**src/rtl/ssd_pkg.sv**
```systemverilog
`default_nettype none
// ============================================================================
// Module  : ssd_pkg
// Purpose : Shared constants and helpers for the seven-segment scan driver.
//           SEG_LUT holds active-high {g,f,e,d,c,b,a} hex patterns.
//           apply_pol converts an active-high segment byte to pin polarity.
// Ports   : none (package)
// Rev     : 1.0  initial release
// ============================================================================
package ssd_pkg;

  // Index 0 is the rightmost element of the concatenation (hex 0).
  localparam logic [15:0][6:0] SEG_LUT = {
    7'h71, 7'h79, 7'h5E, 7'h39, 7'h7C, 7'h77, 7'h6F, 7'h7F,
    7'h07, 7'h7D, 7'h6D, 7'h66, 7'h4F, 7'h5B, 7'h06, 7'h3F
  };

  // Active-high segment bytes {dp,g,f,e,d,c,b,a}.
  localparam logic [7:0] SEG_OFF    = 8'h00;
  localparam logic [7:0] SEG_ALL_ON = 8'hFF;

  function automatic logic [7:0] apply_pol(input logic [7:0] seg_ah,
                                           input logic       active_low);
    return active_low ? ~seg_ah : seg_ah;
  endfunction

endpackage : ssd_pkg
`default_nettype wire

```
**src/rtl/ssd_hex_seg.sv**
```systemverilog
`default_nettype none
// ============================================================================
// Module  : ssd_hex_seg
// Purpose : Combinational hex nibble to active-high 7-segment pattern.
// Ports   : i_nibble [3:0]  hex digit
//           o_seg    [6:0]  {g,f,e,d,c,b,a}, 1 = lit
// Rev     : 1.0  initial release
// ============================================================================
module ssd_hex_seg
  import ssd_pkg::*;
(
  input  logic [3:0] i_nibble,
  output logic [6:0] o_seg
);

  assign o_seg = SEG_LUT[i_nibble];

endmodule : ssd_hex_seg
`default_nettype wire

```
**src/rtl/ssd_scan_driver.sv**
```systemverilog
`default_nettype none
// ============================================================================
// Module  : ssd_scan_driver
// Purpose : Time-multiplexed N-digit seven-segment driver with ghost
//           blanking, leading-zero suppression, per-digit blank mask,
//           decimal points and configurable pin polarity.
// Ports   : clk, rst              clock, synchronous active-high reset
//           i_load                capture value/dp/mask/lzs this edge
//           i_value [4N-1:0]      packed nibbles, digit 0 = [3:0]
//           i_dp    [N-1:0]       decimal point per digit, 1 = lit
//           i_blank_mask [N-1:0]  1 = digit fully dark
//           i_lzs_en              leading-zero suppression enable
//           o_seg   [7:0]         {dp,g,f,e,d,c,b,a}, pin polarity
//           o_an    [N-1:0]       digit enables, pin polarity
//           o_frame_done          pulse on last cycle of last digit slot
// Rev     : 1.0  initial release
// ============================================================================
module ssd_scan_driver
  import ssd_pkg::*;
#(
  parameter int N_DIGITS       = 4,
  parameter int REFRESH_DIV    = 50000,
  parameter int BLANK_CYCLES   = 16,
  parameter int SEG_ACTIVE_LOW = 1,
  parameter int AN_ACTIVE_LOW  = 1
) (
  input  logic                  clk,
  input  logic                  rst,
  input  logic                  i_load,
  input  logic [4*N_DIGITS-1:0] i_value,
  input  logic [N_DIGITS-1:0]   i_dp,
  input  logic [N_DIGITS-1:0]   i_blank_mask,
  input  logic                  i_lzs_en,
  output logic [7:0]            o_seg,
  output logic [N_DIGITS-1:0]   o_an,
  output logic                  o_frame_done
);

  localparam int CNT_W = $clog2(REFRESH_DIV);
  localparam int IDX_W = (N_DIGITS > 1) ? $clog2(N_DIGITS) : 1;

  localparam logic [CNT_W-1:0] c_CNT_LAST  = CNT_W'(REFRESH_DIV - 1);
  localparam logic [CNT_W-1:0] c_BLANK     = CNT_W'(BLANK_CYCLES);
  localparam logic [IDX_W-1:0] c_IDX_LAST  = IDX_W'(N_DIGITS - 1);
  localparam logic             c_SEG_INV   = (SEG_ACTIVE_LOW != 0);
  localparam logic             c_AN_INV    = (AN_ACTIVE_LOW != 0);
  localparam logic [7:0]       c_SEG_IDLE  = c_SEG_INV ? ~SEG_OFF : SEG_OFF;
  localparam logic [N_DIGITS-1:0] c_AN_IDLE = {N_DIGITS{c_AN_INV}};

  // Shadow registers: the pins only ever reflect these, never raw inputs.
  logic [4*N_DIGITS-1:0] r_value;
  logic [N_DIGITS-1:0]   r_dp;
  logic [N_DIGITS-1:0]   r_mask;
  logic                  r_lzs;

  logic [CNT_W-1:0]      r_cnt;
  logic [IDX_W-1:0]      r_idx;

  always_ff @(posedge clk) begin
    if (rst) begin
      r_value <= '0;
      r_dp    <= '0;
      r_mask  <= '0;
      r_lzs   <= 1'b0;
      r_cnt   <= '0;
      r_idx   <= '0;
    end else begin
      if (i_load) begin
        r_value <= i_value;
        r_dp    <= i_dp;
        r_mask  <= i_blank_mask;
        r_lzs   <= i_lzs_en;
      end
      if (r_cnt == c_CNT_LAST) begin
        r_cnt <= '0;
        r_idx <= (r_idx == c_IDX_LAST) ? '0 : r_idx + 1'b1;
      end else begin
        r_cnt <= r_cnt + 1'b1;
      end
    end
  end

  // w_hi_nz[i] = nibble i or any higher nibble is non-zero (prefix-OR from MSB).
  logic [N_DIGITS-1:0] w_hi_nz;
  logic [N_DIGITS-1:0] w_lzs_sup;

  assign w_hi_nz[N_DIGITS-1] = |r_value[4*(N_DIGITS-1) +: 4];

  for (genvar gi = 0; gi < N_DIGITS - 1; gi++) begin : g_prefix
    assign w_hi_nz[gi] = (|r_value[4*gi +: 4]) | w_hi_nz[gi+1];
  end

  // Digit 0 is never suppressed so an all-zero value still shows "0".
  assign w_lzs_sup[0] = 1'b0;
  for (genvar gs = 1; gs < N_DIGITS; gs++) begin : g_lzs
    assign w_lzs_sup[gs] = r_lzs & ~w_hi_nz[gs];
  end

  logic [3:0] w_nibble;
  logic [6:0] w_hex;

  assign w_nibble = r_value[{r_idx, 2'b00} +: 4];

  ssd_hex_seg u_hex_seg (
    .i_nibble (w_nibble),
    .o_seg    (w_hex)
  );

  logic                w_blank;
  logic [7:0]          w_seg_ah;
  logic [N_DIGITS-1:0] w_an_ah;
  logic                w_frame;

  assign w_blank = (r_cnt < c_BLANK);
  assign w_frame = (r_idx == c_IDX_LAST) && (r_cnt == c_CNT_LAST);

  always_comb begin
    w_seg_ah = SEG_OFF;
    w_an_ah  = '0;
    if (!w_blank) begin
      // Masked digits keep their anode on so every slot has equal duty.
      w_an_ah = N_DIGITS'(1) << r_idx;
      if (!r_mask[r_idx]) begin
        w_seg_ah = {r_dp[r_idx], (w_lzs_sup[r_idx] ? 7'h00 : w_hex)};
      end
    end
  end

  always_ff @(posedge clk) begin
    if (rst) begin
      o_seg        <= c_SEG_IDLE;
      o_an         <= c_AN_IDLE;
      o_frame_done <= 1'b0;
    end else begin
      o_seg        <= apply_pol(w_seg_ah, c_SEG_INV);
      o_an         <= w_an_ah ^ c_AN_IDLE;
      o_frame_done <= w_frame;
    end
  end

endmodule : ssd_scan_driver
`default_nettype wire
```
**config.mk**
```make
export PLATFORM = sky130hd
export DESIGN_NAME = ssd_scan_driver
export DESIGN_NICKNAME = d
export VERILOG_FILES = /design/src/rtl/ssd_pkg.sv /design/src/rtl/ssd_hex_seg.sv /design/src/rtl/ssd_scan_driver.sv
export SDC_FILE = /design/constraint.sdc
export NUM_CORES = 1
export LEC_CHECK = 0
export BUFFER_PORTS_ARGS = -buffer_cell sky130_fd_sc_hd__buf_2
export CORE_AREA = 2 2 75 77
export DETAILED_ROUTE_END_ITERATION = 8
export DIE_AREA = 0 0 77 79
export HOLD_SLACK_MARGIN = 0.15
export PLACE_DENSITY = 0.73
export SETUP_SLACK_MARGIN = 0.5
export SYNTH_ARGS = -nofsm -noshare
export SYNTH_HDL_FRONTEND = slang
export SYNTH_HIERARCHICAL = 1
export SYNTH_SLANG_ARGS = --single-unit
```
**constraint.sdc**
```tcl
create_clock -name clk -period 5 [get_ports clk]
set_clock_uncertainty 0.2 [all_clocks]
set_input_delay 0.25 -clock clk [delete_from_list [all_inputs] [get_ports clk]]
set_output_delay 0.25 -clock clk [all_outputs]
set_load 0.02 [all_outputs]
```
# --- Word-level counts from Yosys, hierarchy flattened ---
# Memory sizes are Yosys's and may differ from the RTL's.
# Index checks and enable logic that the tools add are counted.
op_classes:
  bitwise: 10
  reduce_logical: 5
  n_mul: 0
  muxes: 12
  n_eq_ne: 2
  n_lt_le_gt_ge: 3
  div_mod_pow: 0
  shift: 2
  n_addsub: 2
op_table:
  columns: ["op", "count"]
  rows:
  - ["adder 16 x 1 -> 16 bit, second input constant", 1]
  - ["equality test 16 bit, second input constant", 1]
  - ["< comparator 16 x 5 -> 1 bit, second input constant", 1]
  - ["two-way mux 8 bit", 2]
  - ["variable part select 16 x 5 -> 4 bit", 1]
  - ["two-way mux 7 bit", 2]
  - ["OR reduction 4 bit", 3]
  - ["inverter 8 bit", 1]
  - ["binary-select mux 1 bit (select 2 bit)", 3]
  - ["< comparator 4 x 5 -> 1 bit, second input constant", 1]
  - ["two-way mux 4 bit", 1]
  - ["inverter 4 bit", 1]
  - ["<< shifter 1 x 2 -> 4 bit, first input constant", 1]
  - ["bitwise AND 1 bit", 3]
  - ["< comparator 2 x 3 -> 1 bit, second input constant", 1]
  - ["two-way mux 1 bit", 3]
  - ["inverter 1 bit", 3]
  - ["adder 2 x 1 -> 2 bit, second input constant", 1]
  - ["equality test 2 bit, second input constant", 1]
  - ["two-way mux 2 bit", 1]
  - ["bitwise OR 1 bit", 2]
  - ["OR reduction 2 bit", 1]
  - ["logical AND 1 bit", 1]
word_totals:
  rom_bits: 112
  wordCells: 46
  memories: 1
  mem_bits_rw: 0
  out_inout_bits: 13
  ff_bits: 56
  input_bits: 28
  latch_bits: 0
mem_list:
  columns: ["memory", "words", "width", "read_ports", "rd_ports_with_merged_regs", "write_ports", "line", "source"]
  rows:
  - ["(no name shown)", 16, 7, 1, 0, 0, "ssd_hex_seg.sv:16", "assign o_seg = SEG_LUT[i_nibble];"]

# --- Logic depth before layout (Yosys ltp) ---
depth:
  ltp_word: 11
  mapped_depth: 7

# --- Hierarchy ---
# Netlist, hierarchy kept.
modules_own_cells:
  columns: ["mod", "cells_each", "n_inst", "seq_area_each_um2", "area_per_inst_um2"]
  rows:
  - ["ssd_scan_driver", 222, 1, 1121.1, 2302.2]
  - ["ssd_hex_seg", 33, 1, 0.0, 287.8]

# --- Least setup slack after synthesis ---
# OpenSTA, ideal clock, no wires.
synth_path:
  kind: "register -> register"
  start: "register r_idx[0]"
  end: "register o_seg[3]"
  period_less_slack_ns: 2.574
  stages_incl_launch_ff: 8
  n_path_buf: 1
  setup_time_ns: 0.063
  setup_slack_ns: 2.426
  arrival_ns: 2.312
  path_cell_list: "dfxtp_1 buf_1 mux4_2 inv_1 ha_1 inv_1 mux4_1 nand3_2"
synth_via:
  elab_chain_len: 7
synth_lines:
  columns: ["element", "line", "source"]
  rows:
  - ["start, declared", "ssd_scan_driver.sv:57", "logic [IDX_W-1:0] r_idx;"]
  - ["start signal, assigned", "ssd_scan_driver.sv:76", "r_idx <= (r_idx == c_IDX_LAST) ? '0 : r_idx + 1'b1;"]
  - ["variable part select 16 x 5 -> 4 bit", "ssd_scan_driver.sv:102", "assign w_nibble = r_value[{r_idx, 2'b00} +: 4];"]
  - ["net w_nibble[1]", "ssd_scan_driver.sv:99", "logic [3:0] w_nibble;"]
  - ["memory (16 x 7 bit)", null, null]
  - ["two-way mux 7 bit (not written as such)", "ssd_hex_seg.sv:16", null]
  - ["net w_hex[3]", "ssd_scan_driver.sv:100", "logic [6:0] w_hex;"]
  - ["two-way mux 7 bit", "ssd_scan_driver.sv:124", "w_seg_ah = {r_dp[r_idx], (w_lzs_sup[r_idx] ? 7'h00 : w_hex)};"]
  - ["two-way mux 8 bit", "ssd_scan_driver.sv:123", "if (!r_mask[r_idx]) begin"]
  - ["two-way mux 8 bit", "ssd_scan_driver.sv:120", "if (!w_blank) begin"]
  - ["inverter 8 bit", "ssd_pkg.sv:24", "return active_low ? ~seg_ah : seg_ah;"]
  - ["end signal, assigned", "ssd_scan_driver.sv:131", "o_seg <= c_SEG_IDLE;"]
  - ["end signal, assigned", "ssd_scan_driver.sv:135", "o_seg <= apply_pol(w_seg_ah, c_SEG_INV);"]
  - ["end, declared", "ssd_scan_driver.sv:34", "output logic [7:0] o_seg,"]
# The timed path passes the listed nets, and every way through them passes these cells. The select of a mux whose other input is x is not followed.
# A chain may end at the register's enable or synchronous reset.

# --- Worst setup path after layout ---
# Same ends and word-level chain as after synthesis.

==> impl_metrics.env <==
export IMPL_cts_resized=0
export IMPL_dr_pass1_iters=4
export IMPL_drt_wl_total_mm=4.985
export IMPL_seq_area_frac_synth=0.4329
export IMPL_antenna_found_initial=0
export IMPL_drc_errors=0
export IMPL_critPathArrivalTime_ps=2680
export IMPL_synthDistinctLibCells=40
export IMPL_cts_root_buf="clkbuf_8"
export IMPL_synth_area_leaders="dfxtp_1 43%, mux2i_1 11%, nor2_1 6.8%"
export IMPL_yosysWarnings=6
export IMPL_antenna_diode_count=0
export IMPL_cp_required_ps=5050
export IMPL_drt_iter0_drc=61
export IMPL_syn_area_mm2=0.002590
export IMPL_start_util=0.4852
export IMPL_dp_hpwl_mm=3.442
export IMPL_hp_class="in2reg"
export IMPL_cts_tree="yes"
export IMPL_worstHoldStart="rst"
export IMPL_min_period_over_period=0.5277
export IMPL_clk_latency_ps=300
export IMPL_fp_coreArea_mm2=0.005338
export IMPL_period_needed_ps=2639
export IMPL_vias_per_cell=5.098
export IMPL_start_kind="flip-flop"
export IMPL_maxCapViolCount=0
export IMPL_fin_area_mm2=0.003141
export IMPL_cts_buffers=5
export IMPL_port_buffers=40
export IMPL_placementRows=27
export IMPL_crit_chain="mux4_2 -> inv_1 -> ha_1 -> inv_1 -> mux4_1 -> nand3_2"
export IMPL_crit_type="reg2reg"
export IMPL_grt_pass1_vias=1857
export IMPL_nets=353
export IMPL_drive_above_1_share=0.2102
export IMPL_synth_top_area_cell="dfxtp_1"
export IMPL_rsz0062_at_grt="false"
export IMPL_syn_inst=255
export IMPL_die_h_um=79
export IMPL_grt_use_total=0.1777
export IMPL_power_density_mw_per_mm2=257.1
export IMPL_synth_top_area_share=0.4329
export IMPL_ys_seq_elements=56
export IMPL_timing_setup_tns_ps=0
export IMPL_cpPeakStageDelay_ps=710
export IMPL_die_area_mm2=0.006083
export IMPL_fmaxAchievable_mhz=379.0
export IMPL_slew_headroom=0.4318
export IMPL_antenna_left=0
export IMPL_die_x_um=77
export IMPL_p_leak_nw=1.228
export IMPL_cp_startpoint="r_idx[0]"
export IMPL_area_delta_synth_final_pct=21.26
export IMPL_async_flop_share=0
export IMPL_r2r_start="r_idx[0]"
export IMPL_crit_top_cell="inv_1"
export IMPL_cpMaxStageDelayCell="dfxtp_1"
export IMPL_cts_sinks=56
export IMPL_grt_ovfl_total=0
export IMPL_irDropWorstVdd_uv=131.4
export IMPL_placed_cell_area_mm2=0.002800
export IMPL_hold_violations=0
export IMPL_synth_main_ff_cell="dfxtp_1"
export IMPL_grt_pass1_wl_mm=8.659
export IMPL_synth_edf_count=0
export IMPL_vias=1968
export IMPL_place_congestion=0.7962
export IMPL_worst_setup_path_end_kind="flip-flop"
export IMPL_synth_fp_nets=295
export IMPL_cp_max_fo=13
export IMPL_clockBufferDepth=2
export IMPL_postSynthAreaPerCell_um2=10.16
export IMPL_ios=41
export IMPL_clkTransAtPathRegs_ps=90
export IMPL_tightest_slew_ps=850.5
export IMPL_cts_htree_levels=2
export IMPL_status="completed"
export IMPL_setup_violations_final=0
export IMPL_post_drt_wl_per_cell_um=12.91
export IMPL_drv_slew=0
export IMPL_grt_max_degree=31
cell families (layout without fill, tap and decap cells):
family	after synthesis	after routing	synth area share
AOI/OAI and AO/OA	11	11	0.03140
xor gates and xnor gates	13	13	0.04396
adders and majority gates	12	12	0.05797
buffers and inverters	26	85	0.04831
DFF	56	56	0.4329
muxes	39	39	0.1874
and+or+nand+nor	98	98	0.1981
final timing paths:
path,end,slack [ps],cells past startpoint
min reg2reg,r_cnt[0],270,1
max reg2reg,o_seg[3],2360,6
max,o_seg[3],2360,6
min,r_value[0],220,2
critical path: cells and delay by family, from the launching register on:
family / cells / cell delay (ps)
and+or+nand+nor: 1 / 70
muxes: 2 / 1150
adders and majority gates: 1 / 250
DFF: 1 / 710
buffers and inverters: 2 / 210
flip-flops by register name, summed over array words and instances, names as in the netlist:
register / count
o_an: 4
o_frame_done: 1
o_seg: 8
r_cnt: 16
r_dp: 4
r_idx: 2
r_lzs: 1
r_mask: 4
r_value: 16
per-layer routing:
metal | up-vias | share of wire | global-route usage
met5 | - | 0 | 0
met4 | 0 | 0.014 | 0.06964
met3 | 8 | 0.034 | 0.04318
met2 | 38 | 0.49 | 0.2930
met1 | 924 | 0.46 | 0.2262
li1 | 998 | - | -
Yosys cell counts (2+ instances only):
| cell type | n |
|---|---|
| buf_6 | 3 |
| a21oi_1 | 4 |
| ha_1 | 12 |
| nand4_1 | 4 |
| or3_1 | 2 |
| xnor2_1 | 12 |
| mux2i_1 | 29 |
| nand3_2 | 7 |
| or4_1 | 2 |
| inv_1 | 12 |
| mux4_2 | 6 |
| clkbuf_1 | 8 |
| dfxtp_1 | 56 |
| mux2_2 | 3 |
| nand2_1 | 9 |
| nor3_1 | 5 |
| nand3_1 | 7 |
| nor4_1 | 5 |
| nor2_1 | 47 |
| nor2b_1 | 2 |
cells in the final DEF, fill, tap and decap left out, types with 2 or more instances in the layout:
cell           instances
or4_1                  2
nand3_1                7
dlygate4sd3_1         25
a21oi_1                4
ha_1                  12
buf_2                 40
inv_1                 12
nor2b_1                2
nor4_1                 5
xnor2_1               12
mux2i_1               29
nand4_1                4
clkbuf_8               6
mux2_2                 3
nand2_1                9
nor2_1                47
mux4_2                 6
or3_1                  2
nand3_2                7
clkbuf_1               2
nor3_1                 5
dfxtp_1               56
area by class of cell:
| cell class | instances | area (µm²) |
|---|---|---|
| multi-input cells | 173 | 1344 |
| clock buffers | 8 | 90.09 |
| inverters | 12 | 45.04 |
| well taps | 72 | 90.09 |
| repair buffers | 65 | 450.4 |
| fillers | 478 | 2197 |
| flip-flops and latches | 56 | 1121 |
through the flow:
stage	setup WS [ps]	util	std cells	hold WS, ps	total power (W)
after floorplan	2426	-	255	196.8	0.0005331
after global placement	2453	0.5246	353	241.4	0.0005507
after detailed placement	2345	0.5246	353	256.4	0.0005532
after CTS	2324	0.5884	386	218.2	0.0008181
after global routing	2136	0.5884	386	237.6	0.0008480
final	2361	0.5884	386	216.6	0.0008076
power by group:
group | leakage [nW] | switching (W) | internal [W]
clock network | 0.0455 | 0.000136 | 0.000113
registers | 0.457 | 0.00000973 | 0.000460
logic | 0.725 | 0.0000393 | 0.0000495
timing repair:
item,CTS,global route
hold buffers,25,0
buffers inserted,0,0
hold endpoints to repair,25,0
(Power assumes the default switching activity.)
